$ cat config.mk
export PLATFORM = sky130hd
export DESIGN_NAME = lcd_debug_display
export DESIGN_NICKNAME = d
export VERILOG_FILES = /design/src/rtl/lcd_debug_display.sv
export SDC_FILE = /design/constraint.sdc
export NUM_CORES = 1
export LEC_CHECK = 0
export CAP_MARGIN = 20
export CORE_MARGIN = 10
export CORE_UTILIZATION = 45
export DETAILED_ROUTE_END_ITERATION = 8
export GPL_TIMING_DRIVEN = 0
export PLACE_DENSITY = 0.67
export SYNTH_ARGS = -nofsm -noshare
export SYNTH_HDL_FRONTEND = slang
export SYNTH_SLANG_ARGS = --single-unit
$ cat constraint.sdc
create_clock -name CLOCK_50 -period 5.7 [get_ports CLOCK_50]
set_input_delay 0.57 -clock CLOCK_50 [delete_from_list [all_inputs] [get_ports CLOCK_50]]
set_output_delay 0.57 -clock CLOCK_50 [all_outputs]
set_load 0.02 [all_outputs]
$ cat src/rtl/lcd_debug_display.sv
`default_nettype none
// ============================================================================
//  Module   : lcd_debug_display
//  Purpose  : Renders the selected debug word, PC and output-select code as
//             uppercase hex on a 16x2 HD44780 character LCD (8-bit, write
//             only). Owns power-up delay, init commands, enable timing and
//             per-frame snapshotting of the displayed values.
//  Revision : 1.0  initial release
// ============================================================================
module lcd_debug_display #(
  parameter int PWRUP_CYCLES = 750000,
  parameter int EN_CYCLES    = 16,
  parameter int CMD_WAIT     = 2500,
  parameter int CLR_WAIT     = 100000
) (
  input  logic        CLOCK_50,
  input  logic        SYS_reset,
  input  logic [31:0] disp_value,
  input  logic [31:0] disp_pc,
  input  logic [7:0]  disp_sel,
  output logic [7:0]  LCD_DATA,
  output logic        LCD_RS,
  output logic        LCD_RW,
  output logic        LCD_EN,
  output logic        ready,
  output logic        frame_done
);

  // One shared counter covers power-up, strobe and both post-write waits.
  localparam int MAX_A   = (PWRUP_CYCLES > CLR_WAIT) ? PWRUP_CYCLES : CLR_WAIT;
  localparam int MAX_B   = (EN_CYCLES > CMD_WAIT) ? EN_CYCLES : CMD_WAIT;
  localparam int CNT_MAX = (MAX_A > MAX_B) ? MAX_A : MAX_B;
  localparam int CNT_W   = $clog2(CNT_MAX + 1);

  localparam logic [CNT_W-1:0] PWRUP_LAST = CNT_W'(PWRUP_CYCLES - 1);
  localparam logic [CNT_W-1:0] EN_LAST    = CNT_W'(EN_CYCLES - 1);
  localparam logic [CNT_W-1:0] CMD_LAST   = CNT_W'(CMD_WAIT - 1);
  localparam logic [CNT_W-1:0] CLR_LAST   = CNT_W'(CLR_WAIT - 1);
  localparam logic [CNT_W-1:0] SETUP_LAST = CNT_W'(1);
  localparam logic [CNT_W-1:0] CNT_ONE    = CNT_W'(1);

  localparam logic [5:0] INIT_LAST_IDX  = 6'd3;
  localparam logic [5:0] FRAME_LAST_IDX = 6'd33;

  typedef enum logic [1:0] {
    ST_PWRUP = 2'd0,
    ST_INIT  = 2'd1,
    ST_LATCH = 2'd2,
    ST_FRAME = 2'd3
  } state_t;

  typedef enum logic [1:0] {
    SL_SETUP  = 2'd0,
    SL_STROBE = 2'd1,
    SL_WAIT   = 2'd2
  } slot_t;

  state_t           state_q, state_d;
  slot_t            slot_q, slot_d;
  logic [CNT_W-1:0] cnt_q, cnt_d;
  logic [5:0]       idx_q, idx_d;
  logic [7:0]       data_q, data_d;
  logic             rs_q, rs_d;
  logic             en_q, en_d;
  logic             ready_q, ready_d;
  logic             done_q, done_d;
  logic [31:0]      pc_q, pc_d;
  logic [7:0]       sel_q, sel_d;
  logic [31:0]      val_q, val_d;

  logic [CNT_W-1:0] w_wait_last;
  logic [5:0]       w_next_idx;
  logic [8:0]       w_next_byte;

  function automatic logic [7:0] hex_ascii(input logic [3:0] n);
    return (n < 4'd10) ? (8'h30 + {4'h0, n}) : (8'h37 + {4'h0, n});
  endfunction

  // {RS, DATA} for write number idx of the init sequence or of a frame.
  function automatic logic [8:0] slot_byte(input logic        is_init,
                                           input logic [5:0]  idx,
                                           input logic [31:0] pc,
                                           input logic [7:0]  sel,
                                           input logic [31:0] val);
    logic [8:0] r;
    int         k;
    r = 9'h000;
    k = 0;
    if (is_init) begin
      case (idx[1:0])
        2'd0:    r = {1'b0, 8'h38};
        2'd1:    r = {1'b0, 8'h0C};
        2'd2:    r = {1'b0, 8'h01};
        default: r = {1'b0, 8'h06};
      endcase
    end else if (idx == 6'd0) begin
      r = {1'b0, 8'h80};
    end else if (idx == 6'd17) begin
      r = {1'b0, 8'hC0};
    end else if (idx < 6'd17) begin
      // Line 1: "PC " + 8 hex of pc + " S:" + 2 hex of sel
      k = int'(idx) - 1;
      if      (k == 0)  r = {1'b1, 8'h50};
      else if (k == 1)  r = {1'b1, 8'h43};
      else if (k == 2)  r = {1'b1, 8'h20};
      else if (k <= 10) r = {1'b1, hex_ascii(pc[4*(10-k) +: 4])};
      else if (k == 11) r = {1'b1, 8'h20};
      else if (k == 12) r = {1'b1, 8'h53};
      else if (k == 13) r = {1'b1, 8'h3A};
      else if (k == 14) r = {1'b1, hex_ascii(sel[7:4])};
      else              r = {1'b1, hex_ascii(sel[3:0])};
    end else begin
      // Line 2: "VAL " + 8 hex of value + 4 spaces
      k = int'(idx) - 18;
      if      (k == 0)  r = {1'b1, 8'h56};
      else if (k == 1)  r = {1'b1, 8'h41};
      else if (k == 2)  r = {1'b1, 8'h4C};
      else if (k == 3)  r = {1'b1, 8'h20};
      else if (k <= 11) r = {1'b1, hex_ascii(val[4*(11-k) +: 4])};
      else              r = {1'b1, 8'h20};
    end
    return r;
  endfunction

  assign w_wait_last = ((data_q == 8'h01) && !rs_q) ? CLR_LAST : CMD_LAST;
  assign w_next_idx  = idx_q + 6'd1;
  assign w_next_byte = slot_byte(state_q == ST_INIT, w_next_idx, pc_q, sel_q, val_q);

  // State, slot counter and bus registers; reset clears EN immediately.
  always_ff @(posedge CLOCK_50 or posedge SYS_reset) begin
    if (SYS_reset) begin
      state_q <= ST_PWRUP;
      slot_q  <= SL_SETUP;
      cnt_q   <= '0;
      idx_q   <= '0;
      data_q  <= '0;
      rs_q    <= 1'b0;
      en_q    <= 1'b0;
      ready_q <= 1'b0;
      done_q  <= 1'b0;
      pc_q    <= '0;
      sel_q   <= '0;
      val_q   <= '0;
    end else begin
      state_q <= state_d;
      slot_q  <= slot_d;
      cnt_q   <= cnt_d;
      idx_q   <= idx_d;
      data_q  <= data_d;
      rs_q    <= rs_d;
      en_q    <= en_d;
      ready_q <= ready_d;
      done_q  <= done_d;
      pc_q    <= pc_d;
      sel_q   <= sel_d;
      val_q   <= val_d;
    end
  end

  // Next-state logic: top sequencer plus the shared write-slot sub-FSM.
  always_comb begin
    state_d = state_q;
    slot_d  = slot_q;
    cnt_d   = cnt_q;
    idx_d   = idx_q;
    data_d  = data_q;
    rs_d    = rs_q;
    en_d    = en_q;
    ready_d = ready_q;
    done_d  = 1'b0;
    pc_d    = pc_q;
    sel_d   = sel_q;
    val_d   = val_q;

    case (state_q)
      ST_PWRUP: begin
        if (cnt_q == PWRUP_LAST) begin
          state_d = ST_INIT;
          slot_d  = SL_SETUP;
          cnt_d   = '0;
          idx_d   = '0;
          data_d  = 8'h38;
          rs_d    = 1'b0;
        end else begin
          cnt_d = cnt_q + CNT_ONE;
        end
      end

      ST_LATCH: begin
        // Snapshot so a frame is never rendered from mixed input values.
        pc_d    = disp_pc;
        sel_d   = disp_sel;
        val_d   = disp_value;
        state_d = ST_FRAME;
        slot_d  = SL_SETUP;
        cnt_d   = '0;
        idx_d   = '0;
        data_d  = 8'h80;
        rs_d    = 1'b0;
      end

      default: begin
        case (slot_q)
          SL_SETUP: begin
            if (cnt_q == SETUP_LAST) begin
              slot_d = SL_STROBE;
              cnt_d  = '0;
              en_d   = 1'b1;
            end else begin
              cnt_d = cnt_q + CNT_ONE;
            end
          end
          SL_STROBE: begin
            if (cnt_q == EN_LAST) begin
              slot_d = SL_WAIT;
              cnt_d  = '0;
              en_d   = 1'b0;
            end else begin
              cnt_d = cnt_q + CNT_ONE;
            end
          end
          default: begin
            if (cnt_q == w_wait_last) begin
              cnt_d = '0;
              if ((state_q == ST_INIT) && (idx_q == INIT_LAST_IDX)) begin
                state_d = ST_LATCH;
                ready_d = 1'b1;
              end else if ((state_q == ST_FRAME) && (idx_q == FRAME_LAST_IDX)) begin
                state_d = ST_LATCH;
                done_d  = 1'b1;
              end else begin
                idx_d  = w_next_idx;
                slot_d = SL_SETUP;
                rs_d   = w_next_byte[8];
                data_d = w_next_byte[7:0];
              end
            end else begin
              cnt_d = cnt_q + CNT_ONE;
            end
          end
        endcase
      end
    endcase
  end

  assign LCD_DATA   = data_q;
  assign LCD_RS     = rs_q;
  assign LCD_RW     = 1'b0;
  assign LCD_EN     = en_q;
  assign ready      = ready_q;
  assign frame_done = done_q;

endmodule
`default_nettype wire

After elaboration in Yosys (flattened, before gate mapping)
Cells that the tools add are included.

Register bits: 114. Bits of input ports: 74. Output and inout bits: 13. Logic and storage cells: 160.

Add/subtract/negate cells: 14. Magnitude comparators: 7. Equality and inequality tests: 33. Shift operators: 2. Multiplexer cells: 69. Bitwise gates (word level): 2. Reduce and logical (&&, ||, !) cells: 21.

Operators with widths (count): 7-bit 2-to-1 mux (17); 20-bit 2-to-1 mux (4); 20-bit one-hot mux with 2 select lines (2); 32-bit logical NOT (2); 32-bit by 10-bit indexed part select with 4-bit output (2); 6-bit by 4-bit adder with 7-bit output, first input constant (8); 8-bit 2-to-1 mux (5); 9-bit 2-to-1 mux (4); 6-bit 2-to-1 mux (5); 7-bit by 5-bit equality test with 1-bit output, second input constant (4); 2-bit 2-to-1 mux (11); 7-bit by 3-bit equality test with 1-bit output, second input constant (3); 20-bit by 1-bit adder with 20-bit output, second input constant (1); 20-bit by 1-bit equality test with 1-bit output, second input constant (1); 20-bit by 17-bit equality test with 1-bit output (1); 20-bit equality test, second input constant (1); 20-bit by 4-bit equality test with 1-bit output, second input constant (1); 6-bit one-hot mux with 3 select lines (1); 17-bit 2-to-1 mux (1); 4-bit < comparator, second input constant (4); 8-bit one-hot mux with 2 select lines (1); 5-bit by 7-bit subtractor with 8-bit output, first input constant (2); 7-bit by 2-bit equality test with 1-bit output, second input constant (2); 7-bit by 5-bit <= comparator with 1-bit output, second input constant (2); other kinds (31) (63).

Logic depth before layout (Yosys ltp)
Gate-level depths: netlist (run 1).

Depth after elaboration: 20. Gate-level depth with buffers: 21. Gate-level depth less buffers: 18.

Worst setup path after synthesis (run 1)
OpenSTA, ideal clock, no wires.

Kind: register to register. From: register idx_q[1]. To: register data_q[1], in the netlist LCD_DATA[1]. Library setup time: 0.095 ns. Arrival time: 4.076 ns. Required time: 5.605 ns. Slack: 1.528 ns. Stages on the path, launching flop included: 21. Period minus slack after synthesis: 4.172 ns. Path through: dfrtp_1 ha_1 clkbuf_1 xor2_1 buf_2 inv_1 ha_1 buf_2 xor2_1 xor2_1 inv_1 ha_1 xor3_1 xor2_1 nand2_1 a21o_1 ha_1 a21oi_1 a31o_2 a32oi_1 o31ai_1.

Longest elaborated chain between the ends: 20.

RTL lines: start, declared (line 61) `logic [5:0] idx_q, idx_d;`; start signal, assigned (line 148) `idx_q <= idx_d;`; 6-bit by 1-bit adder with 6-bit output (line 126) `assign w_next_idx = idx_q + 6'd1;`; 6-bit by 5-bit subtractor with 7-bit output or 6-bit by 1-bit subtractor with 7-bit output (tied branches) (line 114, 102); 5-bit by 7-bit subtractor with 8-bit output or 7-bit by 5-bit equality test with 1-bit output (tied branches) (line 119, 110); 32-bit by 10-bit indexed part select with 4-bit output or 7-bit 2-to-1 mux (tied branches) (line 119, 110); 6-bit by 4-bit adder with 7-bit output (tied with other cells) (line 76) `return (n < 4'd10) ? (8'h30 + {4'h0, n}) : (8'h37 + {4'h0, n});`; 7-bit 2-to-1 mux (on tied branches) (line 76, 108); 7-bit 2-to-1 mux (on tied branches) (line 119, 107); 7-bit 2-to-1 mux (on tied branches) (line 118, 106); [4 not listed]; 9-bit 2-to-1 mux (line 98) `end else if (idx == 6'd17) begin`; 9-bit 2-to-1 mux (line 96) `end else if (idx == 6'd0) begin`; 9-bit 2-to-1 mux (line 89) `if (is_init) begin`; 8-bit 2-to-1 mux (line 228) `end else if ((state_q == ST_FRAME) && (idx_q == FRAME_LAST_IDX)) begin`; 8-bit 2-to-1 mux (line 225) `if ((state_q == ST_INIT) && (idx_q == INIT_LAST_IDX)) begin`; 8-bit 2-to-1 mux (line 223) `if (cnt_q == w_wait_last) begin`; 8-bit 2-to-1 mux (line 203) `case (slot_q)`; 8-bit one-hot mux with 2 select lines (line 175) `case (state_q)`; end signal, assigned (line 149) `data_q <= data_d;`; end, declared (line 62) `logic [7:0] data_q, data_d;`.

Several ways; a longest one is shown, not always the timed one. The select of a mux whose other input is x is not followed. A chain may end at the register's enable or synchronous reset.

Worst setup path after layout (run 1)
Ends and elaborated chain as after synthesis.

==> results.sh, run 1 <==
export IMPL_viasPerCell=5.892
export IMPL_synth_common_cells="dfrtp_1, nand2_1, mux2_2"
export IMPL_slew_headroom_pct=48.32
export IMPL_path_delay_family="buffers and inverters"
export IMPL_fin_crit_sh_pct=89.80
export IMPL_antenna_found_initial=0
export IMPL_grt_total_usage_pct=19.75
export IMPL_first_global_vias=6396
export IMPL_synth_area_leader_cell="dfrtp_1"
export IMPL_clockBufferDepth=2
export IMPL_num_io_pins=87
export IMPL_syn_inst=729
export IMPL_gp_congestion=0.9235
export IMPL_ant_nets=0
export IMPL_start_kind="register"
export IMPL_cts_sinks=114
export IMPL_die_area_mm2=0.02142
export IMPL_final_seq_area_mm2=0.002853
export IMPL_critPathMaxStageDelay_ps=530
export IMPL_hold_ws_ps=487.9
export IMPL_drc=0
export IMPL_crit_buf_inv=5
export IMPL_cp_required_ps=6020
export IMPL_core_area_mm2=0.01577
export IMPL_grt_overflow_total=0
export IMPL_cts_htree_levels=4
export IMPL_cpMostUsedCell="ha_1"
export IMPL_yosysWarnings=0
export IMPL_grt_max_degree=67
export IMPL_yosysUniqueCellTypes=84
export IMPL_p_leak_nw=3.904
export IMPL_cp_max_fo=10
export IMPL_port_buffers=85
export IMPL_postCtsSetupRepairBufs=0
export IMPL_ctsHoldBuffers=0
export IMPL_status="complete, no violations"
export IMPL_multiInputGateArea_mm2=0.004031
export IMPL_synth_top_area_share_pct=39.70
export IMPL_ys_seq_area_share_pct=39.70
export IMPL_grt_busiest_layer="met2"
export IMPL_cellPowerDensity_mw_per_mm2=217.2
export IMPL_rsz0062_at_grt="no"
export IMPL_layout_nets=924
export IMPL_grt_util_met2_pct=31.85
export IMPL_n_antenna_cell=0
export IMPL_clk_insertion_delay_late_ps=420
export IMPL_rows=46
export IMPL_path_cells="ha_1 -> clkbuf_1 -> xor2_1 -> buf_2 -> inv_1 -> ha_1 -> clkbuf_1 -> inv_1 -> ha_1 -> xor3_1 -> xor2_1 -> nand2_1 -> a21o_1 -> ha_1 -> a21oi_1 -> a31o_2 -> a32oi_1 -> o31ai_1"
export IMPL_cpMaxStageDelayCell="dfrtp_1"
export IMPL_clockRootBuffer="clkbuf_16"
export IMPL_netlist_area_mm2=0.007186
export IMPL_max_slew_worst_pin_slew_ps=767.1
export IMPL_cap_viol_max_count=0
export IMPL_tritoncts="done"
export IMPL_synth_area_per_cell_um2=9.857
export IMPL_drtPass1Iterations=5
export IMPL_endpoint_kind="register"
export IMPL_synth_edff_count=0
export IMPL_routedWlPerCell_um=19.88
export IMPL_synthTopCellsByArea="dfrtp_1, mux2_2, mux4_2, nand2_1, nor2_1"
export IMPL_crit_type="register to register"
export IMPL_vdd_ir_drop_max_v=0.0002015
export IMPL_grt_pass1_wl_mm=34.53
export IMPL_initial_utilization_pct=45.56
export IMPL_setup_tns_ps=0
export IMPL_finClkSkew_ps=9.464
export IMPL_cts_resized=0
export IMPL_synth_ff_type="dfrtp_1"
export IMPL_yosysMostFrequentCell="dfrtp_1"
export IMPL_final_instance_count_excl_fill=1063
export IMPL_synthArstFlopShare_pct=100.0
export IMPL_numCtsBuffers=17
export IMPL_grt_met1_usage_pct=25.27
export IMPL_finalCriticalPeriod_ps=5119
export IMPL_die_width_um=146.4
export IMPL_num_vias=6263
export IMPL_final_fill_count=1416
export IMPL_dp_hpwl_mm=16.08
export IMPL_gr_usage_met3_pct=5.346
export IMPL_syn_to_final_growth_pct=24.06
export IMPL_clk_pin_slew_worst_paths_ps=60
export IMPL_wl_mm=21.13
export IMPL_die_y_um=146.4
export IMPL_synth_nets=819
export IMPL_hold_violations=0
export IMPL_final_max_slew_viol_count=0
export IMPL_synth_seq_cells=114
export IMPL_hold_path_class="register to register"
export IMPL_drt_initial_drc_count=491
export IMPL_dp_cells=1031
export IMPL_drive_gt1_share_pct=18.30
export IMPL_fmax_mhz=195.4
export IMPL_arrival_ps=5440
export IMPL_setup_viol=0
==> metal layers <==
metal	vias to the layer above	part of all wire, %
met1	3112	43
met4	0	2.1
met3	40	6.5
li1	2874	-
met5	-	0
met2	237	48
==> registers in the layout, summed over array words and instances, names as in the netlist <==
register,cells
LCD_RS,1
sel_q,8
slot_q,2
pc_q,32
LCD_EN,1
state_q,2
idx_q,6
val_q,32
cnt_q,20
LCD_DATA,8
ready,1
frame_done,1
==> cell families (layout without fill, tap and decap cells) <==
group	count (synthesis)	after routing	synth area share (%)
compound gates	152	152	14.33
xor+xnor	37	37	4.823
fa+ha+maj	16	16	2.786
buf+inv	68	186	4.196
flops	114	114	39.70
mux	89	89	16.47
other cells	1	1	0.05219
simple gates	252	252	17.64
==> final cells by class <==
type                       count  share of cell area, %
timing repair buffer          86                  9.853
inverter                      26                  1.123
buffer                        42                  2.288
clock inverter                13                  1.516
multi-input combinational    547                  45.22
tap                          216                  3.032
clock buffer                  19                  4.968
sequential                   114                  32.00
==> final timing paths <==
check                                      from  depth (start not counted)                       to  slack, ps
max                        idx_q[1]$_DFFE_PP0P_                         18  LCD_DATA[1]$_DFFE_PP0P_        580
min                           ready$_DFFE_PP0P_                          1        ready$_DFFE_PP0P_        490
max reg2reg                idx_q[1]$_DFFE_PP0P_                         18  LCD_DATA[1]$_DFFE_PP0P_        580
min reg2reg                   ready$_DFFE_PP0P_                          1        ready$_DFFE_PP0P_        490
max in group asynchronous             SYS_reset                          3      pc_q[9]$_DFFE_PP0P_       4350
min in group asynchronous             SYS_reset                          2    val_q[17]$_DFFE_PP0P_        590
==> metrics by stage <==
stage	setup slack, ps	area (µm²)	utilization, %	power (mW)
3_5_place_dp	658.3	8337	52.86	0.8969
2_1_floorplan	1528	7186	-	0.8375
5_1_grt	273.6	8915	56.53	1.997
3_3_place_gp	555.4	8307	52.67	0.8925
4_1_cts	594.4	8915	56.53	1.950
6_report	581.4	8915	56.53	1.936
==> worst reg2reg max path: cells and delay by family, from the launching register on <==
| kind | cells | cell delay, ps |
|---|---|---|
| XOR/XNOR | 3 | 950 |
| AND/OR/NAND/NOR | 1 | 160 |
| adder cells (fa/ha/maj) | 4 | 1100 |
| flip-flops | 1 | 530 |
| buffers and inverters | 5 | 1350 |
| AO/OA/AOI/OAI | 5 | 950 |
==> cells in the final DEF, fill, tap and decap left out, types with 16 or more instances in the layout <==
cell	netlist	layout
xor2_1	18	18
clkbuf_16	0	17
a21oi_1	30	30
nand2_1	71	71
dfrtp_1	114	114
clkbuf_1	20	21
mux2_2	64	64
xnor2_1	17	17
nor3_1	20	20
nand3_1	26	26
ha_1	16	16
inv_1	24	23
o21ai_0	43	43
mux4_2	17	17
nor2_1	59	59
clkdlybuf4s50_1	0	85
==> power breakdown <==
part | internal [mW] | switching, mW
combinational | 0.0463 | 0.0251
clock | 0.653 | 0.402
sequential | 0.810 | 0
total | 1.51 | 0.427
(Power assumes the default switching activity.)
==> inputs of run 2 (changes only) <==
- CAP_MARGIN: 20 -> not set
==> results.sh, run 2 (same netlist as run 1, synthesis figures left out) <==
export IMPL_path_delay_family="buffers and inverters"
export IMPL_dp_hpwl_mm=16.08
export IMPL_final_common_cell="dfrtp_1"
export IMPL_clk_pin_slew_worst_paths_ps=60
export IMPL_crit_buf_inv=5
export IMPL_cap_viol_max_count=0
export IMPL_endpoint_kind="register"
export IMPL_cp_max_fo=10
export IMPL_cts_sinks=114
export IMPL_drive_gt1_share_pct=18.30
export IMPL_antenna_found_initial=0
export IMPL_cpMaxStageDelayCell="dfrtp_1"
export IMPL_ant_nets=0
export IMPL_drtPass1Iterations=5
export IMPL_path_cells="ha_1 -> clkbuf_1 -> xor2_1 -> buf_2 -> inv_1 -> ha_1 -> clkbuf_1 -> inv_1 -> ha_1 -> xor3_1 -> xor2_1 -> nand2_1 -> a21o_1 -> ha_1 -> a21oi_1 -> a31o_2 -> a32oi_1 -> o31ai_1"
export IMPL_ctsHoldBuffers=0
export IMPL_start_kind="register"
export IMPL_final_instance_count_excl_fill=1063
export IMPL_totalPowerFinal_mw=1.936
export IMPL_grt_pass1_wl_mm=34.53
export IMPL_final_cell_mix="dfrtp_1, clkdlybuf4s50_1, nand2_1"
export IMPL_final_max_slew_viol_count=0
export IMPL_rsz0062_at_grt="no"
export IMPL_clockRootBuffer="clkbuf_16"
export IMPL_port_buffers=85
export IMPL_first_global_vias=6396
export IMPL_drc=0
export IMPL_num_vias=6263
export IMPL_setup_tns_ps=0
export IMPL_cp_required_ps=6020
export IMPL_grt_total_usage_pct=19.75
export IMPL_cts_htree_levels=4
export IMPL_die_area_mm2=0.02142
export IMPL_dp_cells=1031
export IMPL_viasPerCell=5.892
export IMPL_status="complete, no violations"
export IMPL_drt_initial_drc_count=491
export IMPL_arrival_ps=5440
export IMPL_rows=46
export IMPL_critPathMaxStageDelay_ps=530
export IMPL_setup_viol=0
export IMPL_final_area_mm2=0.008915
export IMPL_die_width_um=146.4
export IMPL_cpMostUsedCell="ha_1"
export IMPL_finClkSkew_ps=9.464
export IMPL_p_leak_nw=3.904
export IMPL_routedWlPerCell_um=19.88
export IMPL_fmax_mhz=195.4
export IMPL_core_area_mm2=0.01577
export IMPL_layout_nets=924
export IMPL_num_io_pins=87
export IMPL_n_antenna_cell=0
export IMPL_hold_path_class="register to register"
export IMPL_syn_to_final_growth_pct=24.06
export IMPL_top_regs="pc_q (32), val_q (32), cnt_q (20)"
export IMPL_max_slew_worst_pin_slew_ps=767.1
export IMPL_hold_violations=0
export IMPL_vdd_ir_drop_max_v=0.0002015
export IMPL_die_y_um=146.4
export IMPL_hold_ws_ps=487.9
export IMPL_fin_crit_sh_pct=89.80
export IMPL_gp_congestion=0.9235
export IMPL_postCtsSetupRepairBufs=0
export IMPL_clockBufferDepth=2
export IMPL_tritoncts="done"
export IMPL_cellPowerDensity_mw_per_mm2=217.2
export IMPL_crit_type="register to register"
export IMPL_slew_headroom_pct=48.32
export IMPL_clk_insertion_delay_late_ps=420
export IMPL_grt_max_degree=67
export IMPL_placed_area_mm2=0.008337
export IMPL_finalCriticalPeriod_ps=5119
export IMPL_grt_overflow_total=0
export IMPL_wl_mm=21.13
export IMPL_numCtsBuffers=17
export IMPL_initial_utilization_pct=45.56
export IMPL_cts_resized=0
==> run 2: per-layer routing <==
layer  vias up  track usage (%)  share of wire, %
li1       2874                -                 -
met1      3112            25.27                43
met2       237            31.85                48
met3        40            5.346               6.5
met4         0            6.106               2.1
met5         -                0                 0
==> run 2: metrics by stage <==
| step | worst slack [ps] | utilization, % |
|---|---|---|
| 3_5_place_dp | 658.3 | 52.86 |
| 6_report | 581.4 | 56.53 |
| 3_3_place_gp | 555.4 | 52.67 |
| 4_1_cts | 594.4 | 56.53 |
| 5_1_grt | 273.6 | 56.53 |
| 2_1_floorplan | 1528 | - |
==> run 2: path summary, 6_finish.rpt <==
check	endpoint	slack (ps)	cells past startpoint	startpoint
max in group asynchronous	pc_q[9]$_DFFE_PP0P_	4350	3	SYS_reset
worst min-delay path	ready$_DFFE_PP0P_	490	1	ready$_DFFE_PP0P_
min in group asynchronous	val_q[17]$_DFFE_PP0P_	590	2	SYS_reset
worst min register to register	ready$_DFFE_PP0P_	490	1	ready$_DFFE_PP0P_
worst max-delay path	LCD_DATA[1]$_DFFE_PP0P_	580	18	idx_q[1]$_DFFE_PP0P_
worst max register to register	LCD_DATA[1]$_DFFE_PP0P_	580	18	idx_q[1]$_DFFE_PP0P_
==> run 2: worst reg2reg max path, delay by kind of cell, from the launching register on <==
| family | cells | cell delay, ps |
|---|---|---|
| xor+xnor | 3 | 950 |
| buf+inv | 5 | 1350 |
| flops | 1 | 530 |
| simple gates | 1 | 160 |
| fa+ha+maj | 4 | 1100 |
| compound gates | 5 | 950 |
==> run 2: report_power, final <==
part / internal [mW] / switching (mW)
combinational: 0.0463 / 0.0251
clock: 0.653 / 0.402
sequential: 0.810 / 0
==> run 2: layout make-up <==
type	count	area, µm²
buffer	42	203.9
clock buffer	19	442.9
clock inverter	13	135.1
fill	1416	6855
inverter	26	100.1
multi-input combinational	547	4031
sequential	114	2853
tap	216	270.3
timing repair buffer	86	878.3
